--- src/rtl/gpr_scoreboard.sv ---
// Multi-port GPR file with two write ports, optional write-to-read bypass and a
// per-register busy scoreboard used by decode to detect in-flight producers.
module gpr_scoreboard #(
  parameter int DATA_W   = 32,
  parameter int ADDR_W   = 5,
  parameter int NUM_RD   = 2,
  parameter int BYPASS   = 1,
  parameter int ZERO_REG = 1
) (
  input  logic                     clk,
  input  logic                     rst,
  input  logic [NUM_RD*ADDR_W-1:0] rd_addr,
  output logic [NUM_RD*DATA_W-1:0] rd_data,
  output logic [NUM_RD-1:0]        rd_busy,
  input  logic                     wa_en,
  input  logic [ADDR_W-1:0]        wa_addr,
  input  logic [DATA_W-1:0]        wa_data,
  input  logic                     wa_clr,
  input  logic                     wb_en,
  input  logic [ADDR_W-1:0]        wb_addr,
  input  logic [DATA_W-1:0]        wb_data,
  input  logic                     wb_clr,
  input  logic                     sb_set_en,
  input  logic [ADDR_W-1:0]        sb_set_addr,
  input  logic                     sb_flush,
  output logic                     busy_any
);

  localparam int NUM_REGS = 2 ** ADDR_W;
  localparam bit HAS_BYP  = (BYPASS != 0);
  localparam bit HAS_ZERO = (ZERO_REG != 0);

  logic [DATA_W-1:0]   regs_q [NUM_REGS];
  logic [NUM_REGS-1:0] busy_q;
  logic [NUM_REGS-1:0] busy_d;

  // Effective write enables: writes to a hardwired-zero index are dropped everywhere,
  // including the bypass path, so index 0 always reads 0.
  logic wa_we;
  logic wb_we;
  logic wa_clr_en;
  logic wb_clr_en;

  assign wa_we     = wa_en && !(HAS_ZERO && (wa_addr == '0));
  assign wb_we     = wb_en && !(HAS_ZERO && (wb_addr == '0));
  assign wa_clr_en = wa_en && wa_clr;
  assign wb_clr_en = wb_en && wb_clr;

  always_ff @(posedge clk or posedge rst) begin
    if (rst) begin
      for (int i = 0; i < NUM_REGS; i++) begin
        regs_q[i] <= '0;
      end
    end else begin
      if (wa_we) regs_q[wa_addr] <= wa_data;
      if (wb_we) regs_q[wb_addr] <= wb_data;
    end
  end

  // Priority per index: flush, then new producer, then writeback clear, then hold.
  always_comb begin
    busy_d = busy_q;
    for (int r = 0; r < NUM_REGS; r++) begin
      if (sb_flush) begin
        busy_d[r] = 1'b0;
      end else if (sb_set_en && (sb_set_addr == ADDR_W'(r))) begin
        busy_d[r] = 1'b1;
      end else if ((wa_clr_en && (wa_addr == ADDR_W'(r))) ||
                   (wb_clr_en && (wb_addr == ADDR_W'(r)))) begin
        busy_d[r] = 1'b0;
      end
    end
    if (HAS_ZERO) busy_d[0] = 1'b0;
  end

  always_ff @(posedge clk or posedge rst) begin
    if (rst) busy_q <= '0;
    else     busy_q <= busy_d;
  end

  assign busy_any = |busy_q;

  for (genvar p = 0; p < NUM_RD; p++) begin : g_rd
    logic [ADDR_W-1:0] addr;
    logic [DATA_W-1:0] stored;
    logic              clr_hit;

    assign addr    = rd_addr[p*ADDR_W +: ADDR_W];
    assign stored  = (HAS_ZERO && (addr == '0)) ? '0 : regs_q[addr];
    assign clr_hit = (wa_clr_en && (wa_addr == addr)) || (wb_clr_en && (wb_addr == addr));

    always_comb begin
      rd_data[p*DATA_W +: DATA_W] = stored;
      if (HAS_BYP) begin
        if (wb_we && (wb_addr == addr))      rd_data[p*DATA_W +: DATA_W] = wb_data;
        else if (wa_we && (wa_addr == addr)) rd_data[p*DATA_W +: DATA_W] = wa_data;
      end
    end

    // A bypassed value is already valid, so the consumer sees the register as not busy.
    assign rd_busy[p] = busy_q[addr] && !(HAS_BYP && clr_hit);
  end

endmodule

--- config.mk ---
export PLATFORM = sky130hd
export DESIGN_NAME = gpr_scoreboard
export DESIGN_NICKNAME = d
export VERILOG_FILES = /design/src/rtl/gpr_scoreboard.sv
export SDC_FILE = /design/constraint.sdc
export NUM_CORES = 2
export LEC_CHECK = 0
export CAP_MARGIN = 40
export CORE_ASPECT_RATIO = 1.5
export CORE_MARGIN = 2
export CORE_UTILIZATION = 50
export CTS_CLUSTER_SIZE = 30
export DETAILED_ROUTE_END_ITERATION = 10
export GPL_ROUTABILITY_DRIVEN = 0
export PLACE_DENSITY_LB_ADDON = 0.12
export SETUP_SLACK_MARGIN = 0.5
export SYNTH_ARGS = -nofsm -noshare
export SYNTH_HDL_FRONTEND = slang
export SYNTH_SLANG_ARGS = --single-unit
--- constraint.sdc ---
create_clock -name clk -period 74.4 [get_ports clk]
set_input_delay 14.88 -clock clk [delete_from_list [all_inputs] [get_ports clk]]
set_output_delay 14.88 -clock clk [all_outputs]
set_load 0.05 [all_outputs]
---- Yosys cells after proc, flatten, opt, wreduce, memory -nomap -nowiden ----
Index checks and enable logic that the tools add are counted.
storage, ports and cells
  register bits after elaboration ......... 1,055
  output and inout bits ................... 67
operators by class
  magnitude comparators ................... 8
  eq/ne operators ......................... 97
  muxes and demuxes ....................... 117
  bitwise logic cells ..................... 4
  reductions and logical operators ........ 182
operators by type and width
  cell                  count
  $bwmux W1024          2
  $mux W1024            2
  $mux W32              12
  $bmux W32 S5          2
  $demux W32 S5         2
  $eq A5 B5 Y1 const B  48
  $eq A5 B4 Y1 const B  24
  $logic_and A1 B1 Y1   109
  $mux W1               95
  $reduce_bool A3 Y1    31
  $eq A5 B3 Y1 const B  12
  $logic_or A1 B1 Y1    33
  $reduce_or A31 Y1     1
  $eq A5 B2 Y1 const B  6
  $ge A6 B6 Y1 const B  4
  $not A5 Y6            4
  $eq A5 B5 Y1          4
  $logic_not A5 Y1      4
  $eq A5 B1 Y1 const B  3
  $lt A5 B6 Y1 const B  2
  $lt A6 B1 Y1 const B  2
  $bmux W1 S5           2
  $logic_not A1 Y1      4

---- Depth between registers and ports, before layout ----
  depth in word-level cells ............... 9
  gate-level depth with buffers ........... 9
  gate-level depth less buffers ........... 5

---- Least setup slack after synthesis ----
Ideal clock, no wire load.
  path kind ............................... in2out
  start ................................... in rd_addr[5]
  end ..................................... out rd_busy[1]
  data arrival time ....................... 17.182 ns
  data required time ...................... 59.520 ns
  slack ................................... 42.338 ns
  stages on the path ...................... 8
  cells stage by stage .................... buf_2 > buf_4 > buf_2 > mux4_2 > mux2i_1 > nand2_1 > o21ai_0 > a211oi_1
between the ends
  longest elaborated chain between the ends .. 5
  elaborated cells between the ends (all ways) .. 9
RTL lines
  item                                                 RTL line  source
  from (decl)                                          12        input logic [NUM_RD*ADDR_W-1:0] rd_addr,
  branches (longest 4 deep; another with $bmux W1 S5)  -
  $logic_and A1 B1 Y1 (*)                              101       assign rd_busy[p] = busy_q[addr] && !(HAS_BYP && clr_hit);
  to (decl)                                            14        output logic [NUM_RD-1:0] rd_busy,
Every way passes the cells marked *. The select of a mux whose other input is x is not followed.

---- Worst setup path in the final report ----
  start ................................... in rd_addr[1]
  end ..................................... out rd_data[8]
between the ends
  longest elaborated chain between the ends .. 7
  elaborated cells between the ends (all ways) .. 12
RTL lines
  item                                         RTL line  source
  $not A5 Y6 (not written as such)             89        assign stored = (HAS_ZERO && (addr == '0)) ? '0 : regs_q[addr];
  $bmux W32 S5                                 89
  $mux W32 (not written as such) (2 in a row)  89
  $mux W32                                     89
  $mux W32                                     96        else if (wa_we && (wa_addr == addr)) rd_data[p*DATA_W +: DATA_W] = wa_data;
  $mux W32 (*)                                 95        if (wb_we && (wb_addr == addr)) rd_data[p*DATA_W +: DATA_W] = wb_data;
  to (decl)                                    13        output logic [NUM_RD*DATA_W-1:0] rd_data,
Mark *: on every way between the ends. The rest lies on a longest branch, timed or not. The select of a mux whose other input is x is not followed.

==> impl_metrics.env <==
export IMPL_num_rows=164
export IMPL_chipHeight_um=451
export IMPL_worst_pin_slew_ps=1120
export IMPL_path_depth=9
export IMPL_die_w_um=302
export IMPL_syn_inst=6629
export IMPL_r2r_cells=3
export IMPL_cpLargestDelayFamily="buffers and inverters"
export IMPL_relSlewSlack=0.251
export IMPL_final_core_util=0.557
export IMPL_path_buf_inv=6
export IMPL_crit_required_ps=59520
export IMPL_clk_pin_slew_ps=60
export IMPL_vias=57986
export IMPL_globalRouteTotalUtil=0.440
export IMPL_cts_buffers=113
export IMPL_initial_core_util=0.502
export IMPL_yosysTopAreaCell="dfrtp_1"
export IMPL_criticalPathCategory="input pin to output pin"
export IMPL_wl_um=301000
export IMPL_yosysTopAreaCellShare=0.396
export IMPL_max_freq_mhz=28.4
export IMPL_syn_area_sq_um=66600
export IMPL_io_pins=164
export IMPL_drt_iter0_markers=8548
export IMPL_hp_class="flip-flop to flip-flop"
export IMPL_ys_flop_type="dfrtp_1"
export IMPL_synth_edff_count=0
export IMPL_setup_viol_count_final=0
export IMPL_ys_async_sr_fraction=1.00
export IMPL_synth_seq_cells=1055
export IMPL_crit_slowest_cell="clkdlybuf4s50_1"
export IMPL_antenna_found_initial=21
export IMPL_crit_path_frequent_cell="buf_4"
export IMPL_hold_viol=0
export IMPL_fin_area_sq_um=74000
export IMPL_cts_tree="done"
export IMPL_grt_overflow=0
export IMPL_cts_resized=0
export IMPL_peakVddDrop_mv=0.0213
export IMPL_synth_area_leaders="dfrtp_1 40%, mux4_2 16%, mux2i_1 15%, a21oi_1 5.4%, nor2_1 4.9%"
export IMPL_io_buffers=163
export IMPL_postRouteAntennaNets=0
export IMPL_cts_buffer_depth=3
export IMPL_crit_arrival_ps=20310
export IMPL_cts_setup_buffers=0
export IMPL_clock_sinks=1055
export IMPL_finalSetupTns_ps=0
export IMPL_yosysSeqAreaShare=0.396
export IMPL_syn_area_per_cell_sq_um=10.0
export IMPL_status="finished clean"
export IMPL_synthDistinctLibCells=61
export IMPL_first_pass_iters=9
export IMPL_period_share=0.473
export IMPL_critPathLaunchType="input pin"
export IMPL_total_power_w=0.00198
export IMPL_rsz0062_at_grt="no"
export IMPL_grt_pass1_wl_um=425000
export IMPL_dp_hpwl_um=182000
export IMPL_power_density_nw_per_um2=26.7
export IMPL_cts_root_buf="clkbuf_16"
export IMPL_drc=0
export IMPL_endpoint_kind="output pin"
export IMPL_crit_path_max_fanout=73
export IMPL_synth_most_common_cell="dfrtp_1"
export IMPL_drive_above_1_share=0.161
export IMPL_hold_depth=0
export IMPL_holdWs_ps=397
export IMPL_grt_pass1_vias=56139
export IMPL_synth_common_cells="1,055 x dfrtp_1, 1,007 x mux2i_1, 876 x nor2_1, 715 x a21oi_1, 597 x nand2_1"
export IMPL_viasPerCell=7.08
export IMPL_ys_warn_count=0
export IMPL_power_leakage_nw=31.3
export IMPL_post_route_min_period_ps=35190
export IMPL_detail_route_wl_per_cell_um=36.7
export IMPL_syn2layout_area_growth_pct=11.1
export IMPL_htreeDepth=3
export IMPL_cts_hold_buf=0
export IMPL_coreArea_sq_um=133000
export IMPL_clk_latency_ps=750
export IMPL_grt_max_degree=157
export IMPL_cp_cell_sequence="buf_8, buf_4, buf_4, buf_4, nor3_1, a211o_2, buf_12, o221ai_1, clkdlybuf4s50_1"
export IMPL_finClkSkew_ps=0
export IMPL_maxCapViolations=0
export IMPL_die_area_sq_um=136000
export IMPL_drv_slew=0
export IMPL_placed_area_sq_um=70100
export IMPL_syn_nets=6726
export IMPL_max_stage_delay_ps=970
export IMPL_final_nets=6441
[placed cells by master (no fill, tap or decap), drive strengths merged, types with 11 or more instances in the layout]
master | synthesis | final
buf | 238 | 262
a22oi | 176 | 176
nand2 | 597 | 597
dfrtp | 1055 | 1055
a21oi | 716 | 716
and2 | 11 | 11
clkbuf | 579 | 163
nand2b | 15 | 15
o21ai | 336 | 336
mux2i | 1007 | 1007
and3 | 40 | 40
nor3 | 33 | 33
inv | 37 | 43
xnor2 | 11 | 11
o221ai | 68 | 68
o22ai | 64 | 64
nand4 | 40 | 40
clkdlybuf4s50 | 0 | 155
nor2b | 11 | 11
a31oi | 95 | 95
a22o | 15 | 15
nand3 | 66 | 66
and4 | 20 | 20
mux4 | 459 | 459
clkinv | 0 | 32
nor2 | 878 | 878
[metrics by stage]
stage | std cells | worst slack [ps]
after floorplan | 6629 | 29820
after global placement | 7915 | 39250
after detailed placement | 7971 | 39340
after CTS | 8182 | 39350
after global routing | 8187 | 39160
final | 8192 | 39210
[area by class of cell]
type	count	area, sq um
Fill cell	11357	58800
Multi-Input combinational cell	4720	37000
Sequential cell	1055	26400
Timing Repair Buffer	417	4400
Clock buffer	163	3390
Tap cell	1743	2180
Clock inverter	48	425
Inverter	37	146
Antenna cell	9	22.5
[kinds of logic after synthesis]
logic type / count (synthesis) / synth area share
AOI/OAI and AO/OA: 1494 / 0.131
and+or+nand+nor: 1738 / 0.109
xor gates and xnor gates: 20 / 0.00263
DFF: 1055 / 0.396
muxes: 1468 / 0.307
buffers and inverters: 854 / 0.0550
[flip-flops by register name, indices dropped and copies added, names as in the netlist]
signal,count
busy_q,31
regs_q,1024
[where the power goes]
group	leakage, nW	switching [W]	internal (W)
registers	12.9	0.000122	0.000720
clock network	1.90	0.000263	0.000333
logic	16.5	0.000275	0.000265
total	31.3	0.000660	0.00132
[path summary, 6_finish.rpt]
check / slack, ps / start / end
min: 400 / regs_q[1013]$_DFF_PP0_ / regs_q[1013]$_DFF_PP0_
min in group asynchronous: 14660 / rst / regs_q[527]$_DFF_PP0_
max reg2reg: 73420 / regs_q[511]$_DFF_PP0_ / regs_q[511]$_DFF_PP0_
max in group asynchronous: 56530 / rst / regs_q[412]$_DFF_PP0_
min reg2reg: 400 / regs_q[1013]$_DFF_PP0_ / regs_q[1013]$_DFF_PP0_
max: 39210 / rd_addr[1] / rd_data[8]
[per-layer routing]
metal	global-route usage	vias up	part of all wire
met4	0.384	14	0.10
met5	0	-	0.00055
li1	-	23521	-
met3	0.140	1504	0.12
met1	0.516	28364	0.33
met2	0.650	4583	0.44
Power figures use the tool's default switching activity.
